--- src/rtl/huffman_pkg.sv ---
// Shared types and helpers for the Huffman packer: state encoding, latched
// code table entry, mask-to-length and raw-to-symbol mapping.
package huffman_pkg;

  localparam int SYM_W_DEF   = 3;
  localparam int MAX_SYM_DEF = 100;
  localparam int CODE_W      = 5;
  localparam int ACC_W       = 16;

  typedef enum logic [2:0] {
    S_IDLE,
    S_CAPTURE,
    S_WAIT_CODE,
    S_ENCODE,
    S_FLUSH,
    S_DONE
  } state_t;

  typedef struct packed {
    logic [CODE_W-1:0] code;
    logic [2:0]        len;
  } code_entry_t;

  // Masks are contiguous low ones, so the popcount is the code length.
  function automatic logic [2:0] mask_len(input logic [CODE_W-1:0] m);
    logic [2:0] n;
    n = '0;
    for (int i = 0; i < CODE_W; i++) n = n + 3'(m[i]);
    return n;
  endfunction

  // 7 folds onto 6, matching the table builder's symbol alphabet.
  function automatic logic [2:0] sym_map(input logic [2:0] g);
    return (g[2:1] == 2'b11) ? 3'd6 : g;
  endfunction

endpackage

--- src/rtl/huffman_sym_buf.sv ---
// Frame symbol store: one write port, one read port with a registered read.
module huffman_sym_buf #(
  parameter int DEPTH = 100,
  parameter int W     = 3,
  parameter int AW    = 7
) (
  input  logic          clk,
  input  logic          wr_en,
  input  logic [AW-1:0] wr_addr,
  input  logic [W-1:0]  wr_data,
  input  logic          rd_en,
  input  logic [AW-1:0] rd_addr,
  output logic [W-1:0]  rd_data
);

  logic [W-1:0] mem [DEPTH];

  always_ff @(posedge clk) begin
    if (wr_en) mem[wr_addr] <= wr_data;
    if (rd_en) rd_data <= mem[rd_addr];
  end

endmodule

--- src/rtl/huffman_packer.sv ---
// Buffers a symbol frame, latches the builder's code table, then replays the
// frame through the table and emits an MSB-first bitstream as bytes.
module huffman_packer
  import huffman_pkg::*;
#(
  parameter int MAX_SYM = MAX_SYM_DEF,
  parameter int SYM_W   = SYM_W_DEF
) (
  input  logic       clk,
  input  logic       rst,
  input  logic       in_valid,
  input  logic [7:0] gray_data,
  input  logic       code_valid,
  input  logic [7:0] HC1,
  input  logic [7:0] HC2,
  input  logic [7:0] HC3,
  input  logic [7:0] HC4,
  input  logic [7:0] HC5,
  input  logic [7:0] HC6,
  input  logic [7:0] M1,
  input  logic [7:0] M2,
  input  logic [7:0] M3,
  input  logic [7:0] M4,
  input  logic [7:0] M5,
  input  logic [7:0] M6,
  input  logic       out_ready,
  output logic       out_valid,
  output logic [7:0] out_byte,
  output logic       out_last,
  output logic       done,
  output logic       overflow,
  output logic       busy
);

  localparam int AW = $clog2(MAX_SYM);
  localparam int PW = $clog2(MAX_SYM + 1);
  localparam logic [PW-1:0] MAX_P = PW'(MAX_SYM);
  localparam logic [PW-1:0] ONE_P = PW'(1);

  state_t state, state_nx;

  logic [CODE_W-1:0] hc_in [1:6];
  logic [CODE_W-1:0] m_in  [1:6];
  code_entry_t       tbl   [8];

  logic [PW-1:0]    wr_ptr, rd_ptr;
  logic [ACC_W-1:0] acc, acc_sh, acc_nx, app_bits;
  logic [4:0]       acc_n, n_sh, n_nx, app_len;
  logic             sym_vld, last_formed;

  logic [SYM_W-1:0] sym_in, rd_data;
  logic [AW-1:0]    wr_addr;
  logic             sym_ok, cap, wr_en, issue, more, out_free, emit, flush_emit;
  code_entry_t      ent;

  logic unused;
  assign unused = ^{gray_data[7:3], HC1[7:5], HC2[7:5], HC3[7:5], HC4[7:5], HC5[7:5],
                    HC6[7:5], M1[7:5], M2[7:5], M3[7:5], M4[7:5], M5[7:5], M6[7:5]};

  assign hc_in = '{HC1[4:0], HC2[4:0], HC3[4:0], HC4[4:0], HC5[4:0], HC6[4:0]};
  assign m_in  = '{M1[4:0], M2[4:0], M3[4:0], M4[4:0], M5[4:0], M6[4:0]};

  assign done = (state == S_DONE);
  assign busy = (state != S_IDLE);

  huffman_sym_buf #(.DEPTH(MAX_SYM), .W(SYM_W), .AW(AW)) u_buf (
    .clk     (clk),
    .wr_en   (wr_en),
    .wr_addr (wr_addr),
    .wr_data (sym_in),
    .rd_en   (issue),
    .rd_addr (rd_ptr[AW-1:0]),
    .rd_data (rd_data)
  );

  // Capture side
  always_comb begin
    sym_in  = SYM_W'(sym_map(gray_data[2:0]));
    sym_ok  = (sym_in != '0);
    cap     = in_valid && (state == S_IDLE || state == S_CAPTURE);
    wr_en   = cap && sym_ok && (state == S_IDLE || wr_ptr < MAX_P);
    wr_addr = (state == S_IDLE) ? '0 : wr_ptr[AW-1:0];
  end

  // Packer datapath. A byte holding exactly the last 8 bits is not formed in
  // ENCODE; FLUSH forms it so it can carry out_last when first presented.
  always_comb begin
    out_free   = !out_valid || out_ready;
    ent        = tbl[rd_data[2:0]];
    more       = sym_vld || (rd_ptr != wr_ptr);
    emit       = (state == S_ENCODE) && (acc_n > 5'd8) && out_free;
    flush_emit = (state == S_FLUSH) && !last_formed && (acc_n != 5'd0) && out_free;
    n_sh       = emit ? acc_n - 5'd8 : acc_n;
    acc_sh     = emit ? {acc[7:0], 8'h00} : acc;
    app_bits   = '0;
    app_len    = '0;
    if (sym_vld) begin
      app_bits = ({ent.code, 11'b0} << (3'd5 - ent.len)) >> n_sh;
      app_len  = {2'b00, ent.len};
    end
    acc_nx = acc_sh | app_bits;
    n_nx   = n_sh + app_len;
    // Fetch only if the word still has room for the fetched code next cycle.
    issue  = (state == S_ENCODE) && (rd_ptr != wr_ptr) && (n_nx <= 5'd11);
  end

  always_ff @(posedge clk) begin
    if (rst) state <= S_IDLE;
    else     state <= state_nx;
  end

  always_comb begin
    state_nx = state;
    case (state)
      S_IDLE:      if (in_valid) state_nx = S_CAPTURE;
      S_CAPTURE:   if (!in_valid) state_nx = S_WAIT_CODE;
      S_WAIT_CODE: if (code_valid) state_nx = (wr_ptr == '0) ? S_DONE : S_ENCODE;
      S_ENCODE:    if (!more && acc_n <= 5'd8) state_nx = S_FLUSH;
      S_FLUSH: begin
        if (last_formed) begin
          if (out_valid && out_ready) state_nx = S_DONE;
        end else if (acc_n == 5'd0) begin
          state_nx = S_DONE;
        end
      end
      S_DONE:      state_nx = S_IDLE;
      default:     state_nx = S_IDLE;
    endcase
  end

  always_ff @(posedge clk) begin
    if (rst) begin
      wr_ptr      <= '0;
      rd_ptr      <= '0;
      acc         <= '0;
      acc_n       <= '0;
      sym_vld     <= 1'b0;
      last_formed <= 1'b0;
      overflow    <= 1'b0;
      out_valid   <= 1'b0;
      out_byte    <= '0;
      out_last    <= 1'b0;
      for (int i = 0; i < 8; i++) tbl[i] <= '0;
    end else begin
      sym_vld <= issue;
      if (issue) rd_ptr <= rd_ptr + ONE_P;

      if (state == S_IDLE && in_valid) begin
        wr_ptr   <= sym_ok ? ONE_P : '0;
        overflow <= 1'b0;
      end else if (state == S_CAPTURE && in_valid && sym_ok) begin
        if (wr_ptr < MAX_P) wr_ptr <= wr_ptr + ONE_P;
        else                overflow <= 1'b1;
      end

      if (state == S_WAIT_CODE && code_valid) begin
        for (int i = 1; i <= 6; i++)
          tbl[i] <= '{code: hc_in[i] & m_in[i], len: mask_len(m_in[i])};
        rd_ptr      <= '0;
        acc         <= '0;
        acc_n       <= '0;
        last_formed <= 1'b0;
      end else if (state == S_ENCODE) begin
        acc   <= acc_nx;
        acc_n <= n_nx;
      end else if (flush_emit) begin
        acc_n       <= '0;
        last_formed <= 1'b1;
      end

      if (emit || flush_emit) begin
        out_valid <= 1'b1;
        out_byte  <= acc[ACC_W-1:ACC_W-8];
        out_last  <= flush_emit;
      end else if (out_valid && out_ready) begin
        out_valid <= 1'b0;
        out_last  <= 1'b0;
      end
    end
  end

endmodule

--- config.mk ---
export PLATFORM = sky130hd
export DESIGN_NAME = huffman_packer
export DESIGN_NICKNAME = d
export VERILOG_FILES = /design/src/rtl/huffman_pkg.sv /design/src/rtl/huffman_sym_buf.sv /design/src/rtl/huffman_packer.sv
export SDC_FILE = /design/constraint.sdc
export NUM_CORES = 1
export LEC_CHECK = 0
export BUFFER_PORTS_ARGS = -buffer_cell sky130_fd_sc_hd__buf_2
export CAP_MARGIN = 20
export CORE_AREA = 2 2 154 307
export CTS_CLUSTER_SIZE = 10
export DETAILED_ROUTE_END_ITERATION = 10
export DIE_AREA = 0 0 156 309
export GPL_TIMING_DRIVEN = 1
export PLACE_DENSITY = 0.64
export SYNTH_ARGS = -nofsm -noshare
export SYNTH_HDL_FRONTEND = slang
export SYNTH_HIERARCHICAL = 1
export SYNTH_SLANG_ARGS = --single-unit
--- constraint.sdc ---
create_clock -name clk -period 6 [get_ports clk]
set_input_delay 0.3 -clock clk [delete_from_list [all_inputs] [get_ports clk]]
set_output_delay 0.3 -clock clk [all_outputs]
set_load 0.03 [all_outputs]
==> results by group <==
Clock network
  • Worst-Skew Late Latency: 570 ps
  • Postcts setup bufs: 0
  • Clock Tree Root: clkbuf_16
  • H-tree levels: 2
  • Clk sinks: 402
  • CTS Buf Count: 46
  • CTS tree: yes
  • Max Root-Sink Buffers: 3
  • Clock-pin slew on the worst setup and hold paths: 60 ps

Run
  • Max cap viols: 0

Finish
  • Fillers: 3,984
  • P&R area growth vs syn: 11.3%
  • Most frequent cells in the layout: edfxtp_1 (351), nor2_1 (159), nand2_1 (89)
  • Reg area: 11,600 sq um
  • Non-filler cells, final: 1,883
  • Area of the multi-input gates: 6100 sq um
  • Layout cells sized above 1: 18.3%
  • Net count, final: 1,440
  • Number of antenna repair diodes: 0
  • Commonest non-fill, non-tap cell in the layout: edfxtp_1

Setup path
  • Max incr delay on CP: 970 ps
  • Crit Path Max Fanout: 24
  • Most frequent CP cell: mux2i_1
  • Worst EP arrival: 5000 ps
  • Worst path required time: 6480 ps
  • Critical path depth: 14
  • Kind of critical path: register to register
  • R2r worst-path depth: 14
  • Cell breakdown of the critical path: mux2i_1 -> mux4_2 -> nor2_1 -> ha_1 -> inv_1 -> fa_1 -> nor2b_1 -> o21ai_0 -> xnor2_1 -> mux2i_1 -> a211oi_4 -> nand4_2 -> or3_1 -> a21oi_1
  • WP buf/inv: 1
  • Worst setup SP type: register
  • CP max-delay cell: edfxtp_1
  • CP top delay family: multiplexers
  • Crit path capture type: register

Yosys
  • Sequential area share after synthesis: 63.6%
  • Synth Flop Type: edfxtp_1
  • Post-synth EDFFs: 351
  • Warnings from Yosys: 6
  • Async SR Flop Fraction: 0%
  • Synthesized area per cell: 14.8 sq um
  • Flops & latches, synth: 402
  • Syn Std Cell Area: 18,200 sq um
  • Distinct cells, synth: 81
  • Mapped Nets: 1,365
  • Synthesized instance count: 1,230

Global routing
  • Largest net degree at the start of global routing: 102
  • Total Routing Usage GR: 18.0%
  • Initial antenna violation count: 0
  • First-pass GRT wire length: 65.0 mm
  • Met2 global-route usage: 36.9%
  • GRT met3 Usage: 1.95%
  • Via count of the first global-routing pass: 11,400
  • Global routing's busiest layer: met2
  • GR Util met1: 16.4%
  • GRT overflow: 0

Power and ir drop
  • Worst IR drop on VDD: 0.000173 V
  • Cell Pwr Density: 303 nW/um^2
  • Total Power: 6.12 mW
  • Leakage: 6.60 nW

Detailed routing
  • Routed len/inst: 22.8 microns
  • Initial drt markers: 895
  • Drt pass-1 iters: 5
  • Vias: 10,600
  • DRC: 0
  • Final WL: 42.9 mm
  • Via density: 5.63
  • Final ANT Viol Nets: 0

STA
  • Final hold vios: 0
  • Final WS setup: 1490 ps
  • Final setup vio count: 0
  • Clock skew: 21.5 ps
  • FMAX: 0.222 GHz
  • Max-slew violations: 0
  • RSZ-0062 raised after global routing: no
  • Final Cycle Share: 75.2%
  • Worst-margin pin slew: 1050 ps
  • Final hold slack: 39.0 ps
  • Post-Route Setup TNS: 0 ps
  • Min cycle time layout: 4510 ps
  • Rel. slew slack: 30.2%

Floorplanning
  • Core Region: 45,700 sq um
  • Die Ht: 309 microns
  • Std cell rows: 111
  • Die W: 156 microns
  • DIE AREA: 48,200 sq um
  • Initial Util: 39.8%
  • IO Count: 122

Placement
  • Setup WS pre-CTS: 1510 ps
  • IO Port Bufs: 80
  • GPL Wtd Cong: 0.848
  • Post-DP HPWL: 29.7 mm
  • Placed cells: 1,821

Min path
  • Hold path cells: 2
  • Hold Path Class: primary input to register

Run status
  • Status: finished, final reports clean
==> registers in the layout, indices dropped and copies added, names as in the netlist <==
signal	flops
out_last	1
out_valid	1
overflow	1
out_byte	8
acc	16
acc_n	5
rd_ptr	7
tbl	48
state	3
u_buf/mem	300
u_buf/rd_data	3
wr_ptr	7
last_formed	1
sym_vld	1
==> final cells by class <==
| type | instances | area share [%] |
|---|---|---|
| clock buffers | 58 | 6.02 |
| multi-input cells | 745 | 30.2 |
| flip-flops and latches | 402 | 57.2 |
| repair buffers | 95 | 2.55 |
| well taps | 565 | 3.49 |
| inverters | 15 | 0.278 |
| clock inverters | 3 | 0.291 |
==> through the flow <==
stage | util, % | instance area [sq um]
global placement | 41.5 | 18900
detailed placement | 41.5 | 18900
finish | 44.3 | 20200
floorplan | - | 18200
global route | 44.3 | 20200
CTS | 44.3 | 20200
==> report_power, final <==
group	total, mW	internal [mW]	switching (mW)
clock network	2.46	1.41	1.04
logic	0.500	0.173	0.327
registers	3.17	3.11	0.0549
==> per-layer routing <==
metal / up-vias / part of all wire, % / wire length, microns
li1: 4850 / - / -
met1: 5370 / 32 / 13700
met2: 266 / 59 / 25400
met3: 116 / 3.1 / 1350
met4: 0 / 5.6 / 2410
met5: - / 0 / 0
==> worst paths after layout <==
kind                                            startpoint                       end  slack (ps)
worst max-delay path            u_buf/rd_data[1]$_DFFE_PP_    rd_ptr[6]$_SDFFE_PP0P_        1490
worst min-delay path                                HC1[1]   tbl[1][4]$_SDFFCE_PN0P_          40
worst max register to register  u_buf/rd_data[1]$_DFFE_PP_    rd_ptr[6]$_SDFFE_PP0P_        1490
worst min register to register    out_byte[2]$_SDFFE_PP0P_  out_byte[2]$_SDFFE_PP0P_         450
==> cells in the mapped netlist (all sizes together), types with 3 or more instances <==
master	number	share of area, %
nor2b	25	0.86
o21bai	4	0.17
or2	4	0.14
o31ai	8	0.33
and3	32	1.1
clkbuf	32	0.66
nand2b	19	0.65
a22oi	16	0.69
a41oi	4	0.19
mux2	6	0.39
a31oi	8	0.28
o21ai	21	0.58
o22ai	8	0.31
mux4	83	11
a221oi	4	0.23
a211oi	6	0.40
xor2	12	0.58
a211o	3	0.14
xnor2	10	0.48
and2	17	0.60
nand3	36	1.0
nor2	161	3.4
buf	36	1.9
mux2i	33	1.8
a21oi	41	1.2
inv	14	0.29
nand2	89	1.8
a21o	3	0.12
edfxtp	351	58
a311oi	5	0.24
nand4	13	0.48
dfxtp	51	5.6
ha	13	0.90
fa	13	1.4
or3	3	0.13
nor3	18	0.56
==> cells by family after synthesis <==
family / share of synthesized area (%)
buf+inv: 2.87
fa+ha+maj: 2.33
xor+xnor: 1.06
flops: 63.6
compound gates: 5.96
mux: 12.9
simple gates: 11.3
==> timing repair <==
action | CTS | global route
resized for setup | 0 | 0
hold buffers | 1 | 0
endpoints found under the hold margin | 1 | 0
(Power assumes the default switching activity.)
